==> src/rtl/barrel_shifter_pkg.sv <==
// rtl/barrel_shifter_pkg.sv - shared encodings for the pipelined barrel shifter
package barrel_shifter_pkg;

    localparam logic [1:0] MODE_LSH = 2'b00;
    localparam logic [1:0] MODE_ASH = 2'b01;
    localparam logic [1:0] MODE_ROT = 2'b10;
    localparam logic [1:0] MODE_RSV = 2'b11;

    localparam logic DIR_LEFT  = 1'b0;
    localparam logic DIR_RIGHT = 1'b1;

endpackage

==> src/rtl/barrel_shift_stage.sv <==
// rtl/barrel_shift_stage.sv - one 2^STAGE shift/rotate mux with its pipeline register
module barrel_shift_stage
    import barrel_shifter_pkg::*;
#(
    parameter int WIDTH   = 8,
    parameter int STAGE   = 0,
    parameter int SHAMT_W = $clog2(WIDTH)
) (
    input  logic               clk,
    input  logic               rst_n,
    input  logic               advance,
    input  logic               in_valid,
    input  logic [WIDTH-1:0]   in_data,
    input  logic               in_dir,
    input  logic [1:0]         in_mode,
    input  logic [SHAMT_W-1:0] in_shift,
    output logic               out_valid,
    output logic [WIDTH-1:0]   out_data,
    output logic               out_dir,
    output logic [1:0]         out_mode,
    output logic [SHAMT_W-1:0] out_shift
);

    // Fixed distance handled by this stage; always below WIDTH, so the
    // rotate terms never need a WIDTH-bit shift.
    localparam int S = 1 << STAGE;

    logic [WIDTH-1:0] shifted;
    logic [WIDTH-1:0] stage_result;

    // Shift/rotate by S for the operation's mode and direction, applied only if its shift bit is set.
    always_comb begin
        shifted = in_data;
        if (in_dir == DIR_RIGHT) begin
            case (in_mode)
                MODE_ASH: shifted = $signed(in_data) >>> S;
                MODE_ROT: shifted = (in_data >> S) | (in_data << (WIDTH - S));
                default:  shifted = in_data >> S;
            endcase
        end else begin
            // Arithmetic left and the reserved mode both fall back to a logical left shift.
            case (in_mode)
                MODE_ROT: shifted = (in_data << S) | (in_data >> (WIDTH - S));
                default:  shifted = in_data << S;
            endcase
        end
        stage_result = in_shift[STAGE] ? shifted : in_data;
    end

    // Pipeline register: loads the stage result plus the operation's control on every advance.
    always_ff @(posedge clk or negedge rst_n) begin
        if (!rst_n) begin
            out_valid <= 1'b0;
            out_data  <= '0;
            out_dir   <= DIR_LEFT;
            out_mode  <= MODE_LSH;
            out_shift <= '0;
        end else if (advance) begin
            out_valid <= in_valid;
            out_data  <= stage_result;
            out_dir   <= in_dir;
            out_mode  <= in_mode;
            out_shift <= in_shift;
        end
    end

endmodule

==> src/rtl/barrel_shifter_pipe.sv <==
// rtl/barrel_shifter_pipe.sv - pipelined logical/arithmetic/rotate barrel shifter with valid/ready
module barrel_shifter_pipe
    import barrel_shifter_pkg::*;
#(
    parameter int WIDTH   = 8,
    parameter int SHAMT_W = $clog2(WIDTH)
) (
    input  logic               clk,
    input  logic               rst_n,
    input  logic               in_valid,
    output logic               in_ready,
    input  logic [WIDTH-1:0]   IN,
    input  logic               dir,
    input  logic [1:0]         mode,
    input  logic [SHAMT_W-1:0] shift,
    output logic               out_valid,
    input  logic               out_ready,
    output logic [WIDTH-1:0]   OUT
);

    if (WIDTH < 2 || (WIDTH & (WIDTH - 1)) != 0) begin : g_bad_width
        $error("barrel_shifter_pipe: WIDTH must be a power of two >= 2");
    end
    if (SHAMT_W != $clog2(WIDTH)) begin : g_bad_shamt
        $error("barrel_shifter_pipe: SHAMT_W must equal clog2(WIDTH)");
    end

    // Index 0 is the input operation; index k+1 is the register of stage k.
    logic               pipe_valid [0:SHAMT_W];
    logic [WIDTH-1:0]   pipe_data  [0:SHAMT_W];
    logic               pipe_dir   [0:SHAMT_W];
    logic [1:0]         pipe_mode  [0:SHAMT_W];
    logic [SHAMT_W-1:0] pipe_shift [0:SHAMT_W];

    logic advance;

    // The whole pipe moves together; it only stalls when a finished result is not taken.
    always_comb begin
        advance = !out_valid || out_ready;
    end

    assign in_ready      = advance;
    assign pipe_valid[0] = in_valid;
    assign pipe_data[0]  = IN;
    assign pipe_dir[0]   = dir;
    assign pipe_mode[0]  = mode;
    assign pipe_shift[0] = shift;

    for (genvar k = 0; k < SHAMT_W; k++) begin : g_stage
        barrel_shift_stage #(
            .WIDTH   (WIDTH),
            .STAGE   (k),
            .SHAMT_W (SHAMT_W)
        ) u_stage (
            .clk       (clk),
            .rst_n     (rst_n),
            .advance   (advance),
            .in_valid  (pipe_valid[k]),
            .in_data   (pipe_data[k]),
            .in_dir    (pipe_dir[k]),
            .in_mode   (pipe_mode[k]),
            .in_shift  (pipe_shift[k]),
            .out_valid (pipe_valid[k+1]),
            .out_data  (pipe_data[k+1]),
            .out_dir   (pipe_dir[k+1]),
            .out_mode  (pipe_mode[k+1]),
            .out_shift (pipe_shift[k+1])
        );
    end

    assign out_valid = pipe_valid[SHAMT_W];
    assign OUT       = pipe_data[SHAMT_W];

    // Control fields are fully consumed by the last stage and go nowhere.
    logic unused_tail;
    assign unused_tail = ^{pipe_dir[SHAMT_W], pipe_mode[SHAMT_W], pipe_shift[SHAMT_W]};

endmodule

==> config.mk <==
export PLATFORM = sky130hd
export DESIGN_NAME = barrel_shifter_pipe
export DESIGN_NICKNAME = d
export VERILOG_FILES = /design/src/rtl/barrel_shifter_pkg.sv /design/src/rtl/barrel_shift_stage.sv /design/src/rtl/barrel_shifter_pipe.sv
export SDC_FILE = /design/constraint.sdc
export NUM_CORES = 1
export LEC_CHECK = 0
export CAP_MARGIN = 20
export CORE_ASPECT_RATIO = 0.6
export CORE_MARGIN = 3
export CORE_UTILIZATION = 58
export CTS_CLUSTER_DIAMETER = 100
export DETAILED_ROUTE_END_ITERATION = 8
export PLACE_DENSITY = 0.89
export SYNTH_ARGS = -nofsm -noshare
export SYNTH_HDL_FRONTEND = slang
export SYNTH_SLANG_ARGS = --single-unit
==> constraint.sdc <==
create_clock -name clk -period 2.2 [get_ports clk]
set_input_delay 0.22 -clock clk [delete_from_list [all_inputs] [get_ports clk]]
set_output_delay 0.22 -clock clk [all_outputs]
set_load 0.01 [all_outputs]
==> metrics.txt, run 1 <==
post-synthesis cell type count 24; Starting DRT DRC Count 100; mean post-synth cell area 9.31 µm²; mux share of post-synthesis cell area 5.19%; VDD IR max 0.752 mV; xor/xnor share of the synthesized area 0%; CP endpoint kind output port; Vias/cell 5.92; Hold Buf Count CTS 0; pwr dens 1160 nW/µm²; H-tree depth 2; Leak Pwr 1.08 nW; total gr overflow 0; CP Cell Sequence nor2b_2, inv_1, clkdlybuf4s50_1; dpl hpwl 2.98 mm; WL final 4.26 mm; Slew Limit Fails 0; fill count 206; largest family of logic cells by synthesized area compound AO/OA/AOI/OAI gates; area share of the largest cell type after synthesis 46.8%; Hold WS 0.348 ns; critical path required time 1.98 ns; WL per Instance 15.7 µm; post-cts resize count 0; Synthesis Warnings 0; first-pass GRT wire length 7.22 mm; shortest period the worst path allows 1.64 ns; Clock Tree Buf Depth 2; antenna viol nets, final 0; Pre-antenna DRT Iters 5; clock sink total 36; Yosys top cell by area dfrtp_1; Synth Register Bits 36; period utilisation layout 74.5%; Final Hold Viols 0; global router's overall resource usage 23.2%; Worst Tran Pin Value 0.533 ns; Max Freq 610 MHz; synth top area cells dfrtp_1 47%, nand2_1 8.0%, o21ai_0 7.8%; crit-path max FO 2; pin count of the biggest net entering global routing 49; post-synthesis cell count 207; Core Util, Final 75.8%; final setup TNS 0 ns; Final #Nets 254; Vias 1,611; most common cell after layout, fill and taps aside nand2_1; Slew headroom 64.5%; Critical Path Max Stage Delay 0.54 ns; final setup violation count 0; post-CTS setup buffer count 0; RSZ-0062 raised after global routing false; Startpoint Class flop; die extent in y 50.6 µm; most frequent cells in the layout 41 x nand2_1, 36 x dfrtp_1, 30 x o21ai_0; sequential cell area fraction in the yosys report 46.8%; Max Cap Viol 0; die width 80.4 µm; clock latency on the worst-skew pair 0.28 ns; area grow syn2layout 18.9%; Syn Nets 231; Worst Hold Class in2async; status completed; Initial Utilization 63.8%; CTS Root Cell clkbuf_8; compound-cell area share of the yosys netlist 25.7%; Antenna diodes 0; simple-gate share of the synthesized area 11.6%; Netlist Area Pre-Place 1930 µm²; CTS tree built; Clock transition at path regs 0.07 ns; IO buf count 27; Synth Area in Adders 3.90%; core area 3020 µm²; Worst Path Arrival 1.42 ns; Remaining DRCs 0; Crit-path slowest cell clkdlybuf4s50_1; die area 4070 µm²; critical path type reg2out; Final Skew 0.00485 ns; share of layout cells above drive strength 1 7.39%; antenna violations before repair 0; Ports 28; std cell rows 15; GPL Wtd Cong 0.857; total CTS buffers 5; vias in the first global route 1,565
-- sequential cells by signal, indices dropped and copies added (netlist names) --
name	count
g_stage.u_stage.out_mode	4
g_stage.u_stage.out_valid	3
g_stage.u_stage.out_dir	2
g_stage.u_stage.out_data	24
g_stage.u_stage.out_shift	3
-- critical path, delay by kind of cell (launching register included) --
family | cells | cell delay [ns]
DFF | 1 | 0.38
buffers and inverters | 2 | 0.61
and+or+nand+nor | 1 | 0.15
-- synthesized netlist by cell type --
library cell  instances
o211a_1               3
o21a_1                1
a211oi_1              6
nand2b_1              4
o221a_2               6
a211o_1               4
clkbuf_1              3
nand2_1              41
ha_1                  6
dfrtp_1              36
a22oi_1               7
o22ai_1               2
buf_6                 1
a21o_1                6
o311a_1               1
buf_2                 7
a2bb2oi_1             4
nor2_1               10
nor2b_1               1
inv_1                14
o21ai_1               1
o21ai_0              30
mux2i_1              10
buf_4                 3
-- where the power goes --
part           internal, mW  switching [mW]
combinational         0.506           0.479
clock                 0.279           0.226
sequential            0.914           0.252
total                  1.70           0.957
-- logic make-up (layout without fill, tap and decap cells) --
family	Yosys count	after routing
AOI/OAI and AO/OA	71	71
buffers and inverters	28	51
adders and majority gates	6	6
DFF	36	36
and+or+nand+nor	56	56
muxes	10	10
-- worst paths after layout --
check / cells after the start / slack, ns / end / startpoint
min in group clk: 3 / 0.47 / g_stage[0].u_stage.out_shift[1] / shift[1]
max in group asynchronous: 2 / 1.53 / g_stage[1].u_stage.out_valid / rst_n
worst min register to register: 2 / 0.47 / g_stage[0].u_stage.out_valid / g_stage[0].u_stage.out_valid
worst max register to register: 5 / 0.76 / g_stage[1].u_stage.out_data[6] / g_stage[0].u_stage.out_mode[0]
worst min-delay path: 2 / 0.35 / g_stage[0].u_stage.out_data[4] / rst_n
worst max-delay path: 3 / 0.56 / in_ready / g_stage[2].u_stage.out_valid
-- layout make-up --
cell class	instances	area, µm²	share of cell area [%]
inverter	14	52.6	2.29
timing repair buffer	30	293	12.8
multi-input combinational	143	896	39.1
sequential	36	901	39.3
tap	42	52.6	2.29
clock buffer	7	96.3	4.21
-- metrics by stage --
step | setup slack [ns] | cells | area, µm² | power [mW]
CTS | 0.548 | 272 | 2290 | 2.65
global route | 0.498 | 272 | 2290 | 2.84
floorplan | 0.920 | 207 | 1930 | 1.77
finish | 0.561 | 272 | 2290 | 2.66
global placement | 0.622 | 265 | 2190 | 2.09
detailed placement | 0.540 | 265 | 2190 | 2.15
-- per-layer routing --
metal,up-vias,global-route usage (%),wire (µm)
met3,10,6.99,342
met5,-,0,0
met4,0,8.99,68
met2,63,36.3,1940
met1,772,30.5,1910
li1,766,-,-
Power figures use the tool's default switching activity.
==> run 2, diff against run 1 <==
CORE_UTILIZATION = 48   (was 58)
PLACE_DENSITY = 0.8   (was 0.89)
clock period = 1.5 ns   (was 2.2 ns; I/O delays follow)
==> run 2 against run 1 <==
Against the previous run:
- die area is 19% higher
- register-to-register slack lost 0.67 ns
- clock skew decreased by 0.0014 ns
- cell count rose by 4.4%
- critical path type is now reg2reg
==> metrics.txt, run 2 (same netlist as run 1, synthesis figures left out) <==
IO buf count 27 (unchanged); VDD IR max 0.752 mV (about the same); total CTS buffers 5 (unchanged); Initial Utilization 51.2% (was 63.8%); Slew Limit Fails 0 (unchanged); Final Hold Viols 0 (unchanged); Vias 1,544 (was 1,611); shortest period the worst path allows 1.41 ns; largest registers g_stage.u_stage.out_data: 24 flops, g_stage.u_stage.out_mode: 4 flops (unchanged); critical path required time 1.72 ns (was 1.98 ns); std cell rows 17 (was 15); period utilisation layout 93.7%; most common cell after layout, fill and taps aside nand2_1 (unchanged); Critical Path Max Stage Delay 0.39 ns (was 0.54 ns); post-layout instance area 2360 µm² (was 2290 µm²); crit-path max FO 4 (was 2); WL final 4.04 mm (was 4.26 mm); core area 3760 µm² (was 3020 µm²); CP endpoint kind flop (was output port); delay-heaviest family, CP compound AO/OA/AOI/OAI gates (was buffers and inverters); FF-to-FF End g_stage[2].u_stage.out_data[6] (was g_stage[1].u_stage.out_data[6]); critical path type reg2reg (was reg2out); Largest Register g_stage.u_stage.out_data (unchanged); GPL Wtd Cong 0.817 (was 0.857); antenna viol nets, final 0 (unchanged); Final Instance Count excl. Fillers 284 (was 272); Clock Tree Buf Depth 2 (unchanged); crit path buf inv count 1 (was 2); fill count 321 (was 206); R2R depth 5 (unchanged); Slew headroom 66.6% (was 64.5%); antenna violations before repair 0 (unchanged); CP Cell Sequence inv_1, ha_1, nand2b_1, o221a_2, o21ai_0 (was nor2b_2, inv_1, clkdlybuf4s50_1); Startpoint Class flop (unchanged); Storage cell area 901 µm² (unchanged); clock latency on the worst-skew pair 0.29 ns (was 0.28 ns); Worst Hold Class in2async (unchanged); area grow syn2layout 22.5% (was 18.9%); Vias/cell 5.44 (was 5.92); Hold Buf Count CTS 0 (unchanged); Clock transition at path regs 0.07 ns (about the same); clock sink total 36 (unchanged); die area 4840 µm² (was 4070 µm²); Pre-antenna DRT Iters 4 (was 5); Antenna diodes 0 (unchanged); Hold WS 0.275 ns (was 0.348 ns); Worst Path Arrival 1.62 ns (was 1.42 ns); Max Freq 711 MHz; CTS tree built (unchanged); dpl hpwl 2.88 mm (was 2.98 mm); final setup violation count 0 (unchanged); Remaining DRCs 0 (unchanged); pwr dens 1660 nW/µm² (was 1160 nW/µm²); CTS Root Cell clkbuf_8 (unchanged); Largest register FFs 24 (unchanged); status completed (unchanged); Leak Pwr 1.11 nW (was 1.08 nW); Final #Nets 260 (was 254); die width 87.8 µm (was 80.4 µm); first-pass GRT wire length 6.82 mm (was 7.22 mm); Crit-path slowest cell dfrtp_1 (was clkdlybuf4s50_1); die extent in y 55.1 µm (was 50.6 µm); Crit Reg-Reg Startpoint g_stage[1].u_stage.out_mode[0] (was g_stage[0].u_stage.out_mode[0]); share of layout cells above drive strength 1 9.28% (was 7.39%); most frequent cells in the layout 41 x nand2_1, 36 x dfrtp_1, 29 x o21ai_0 (was 41 x nand2_1, 36 x dfrtp_1, 30 x o21ai_0); global router's overall resource usage 18.9% (was 23.2%); Final Skew 0.00350 ns (was 0.00485 ns); total gr overflow 0 (unchanged); Max Cap Viol 0 (unchanged); RSZ-0062 raised after global routing false (unchanged); area of the multi-input gates 896 µm² (unchanged); Ports 28 (unchanged); pin count of the biggest net entering global routing 37 (was 49); H-tree depth 2 (unchanged); placed instance count 275 (was 265); WL per Instance 14.2 µm (was 15.7 µm); Total Power 3.91 mW (was 2.66 mW); Placed Area 2260 µm² (was 2190 µm²); vias in the first global route 1,423 (was 1,565); Starting DRT DRC Count 81 (was 100); Worst Tran Pin Value 0.502 ns (was 0.533 ns); flop2flop setup slack 0.09 ns (was 0.76 ns)
## run 2: power breakdown
| part | leakage [nW] | internal, mW | switching, mW |
|---|---|---|---|
| sequential | 0.433 | 1.34 | 0.359 |
| clock | 0.0455 | 0.375 | 0.345 |
| combinational | 0.630 | 0.802 | 0.694 |
## run 2: cell type report
type	instances	area share [%]
well taps	47	2.49
clock buffers	8	3.82
inverters	14	2.23
repair buffers	36	15.3
flip-flops and latches	36	38.2
multi-input cells	143	38.0
## run 2: worst reg2reg max path, stage by stage (launching register included)
cell and delay, ns:
dfrtp_1 0.39, inv_1 0.06, ha_1 0.28, nand2b_1 0.19
o221a_2 0.26, o21ai_0 0.14
## run 2: metal layers
metal | vias to the layer above | global-route usage [%] | part of all wire (%)
li1 | 784 | - | -
met1 | 716 | 27.3 | 53
met2 | 36 | 27.1 | 40
met3 | 8 | 4.88 | 5.2
met4 | 0 | 6.89 | 1.5
met5 | - | 0 | 0
## run 2: timing repair
action / in CTS / in global routing
gates resized for setup: 1 / 1
setup endpoints to repair: 1 / 2
buffers inserted: 0 / 1
## run 2: worst max-delay path by stage
stage          cells past startpoint                           start  slack, ns                             end
2_1_floorplan                      5  g_stage[1].u_stage.out_mode[0]       0.22  g_stage[2].u_stage.out_data[6]
3_3_place_gp                       5                         mode[0]      0.005  g_stage[0].u_stage.out_data[7]
3_5_place_dp                       5                         mode[0]      -0.03  g_stage[0].u_stage.out_data[7]
4_1_cts                            5  g_stage[1].u_stage.out_mode[0]       0.03  g_stage[2].u_stage.out_data[4]
5_1_grt                            5  g_stage[1].u_stage.out_mode[0]      0.002  g_stage[2].u_stage.out_data[5]
6_report                           5  g_stage[1].u_stage.out_mode[0]       0.09  g_stage[2].u_stage.out_data[6]
## run 2: through the flow
step                setup slack (ns)  TNS [ns]  utilization [%]
detailed placement           -0.0340   -0.0340             60.1
global placement             0.00499         0             60.1
floorplan                      0.220         0                -
finish                        0.0944         0             62.7
global route                 0.00201         0             62.7
CTS                           0.0296         0             62.5
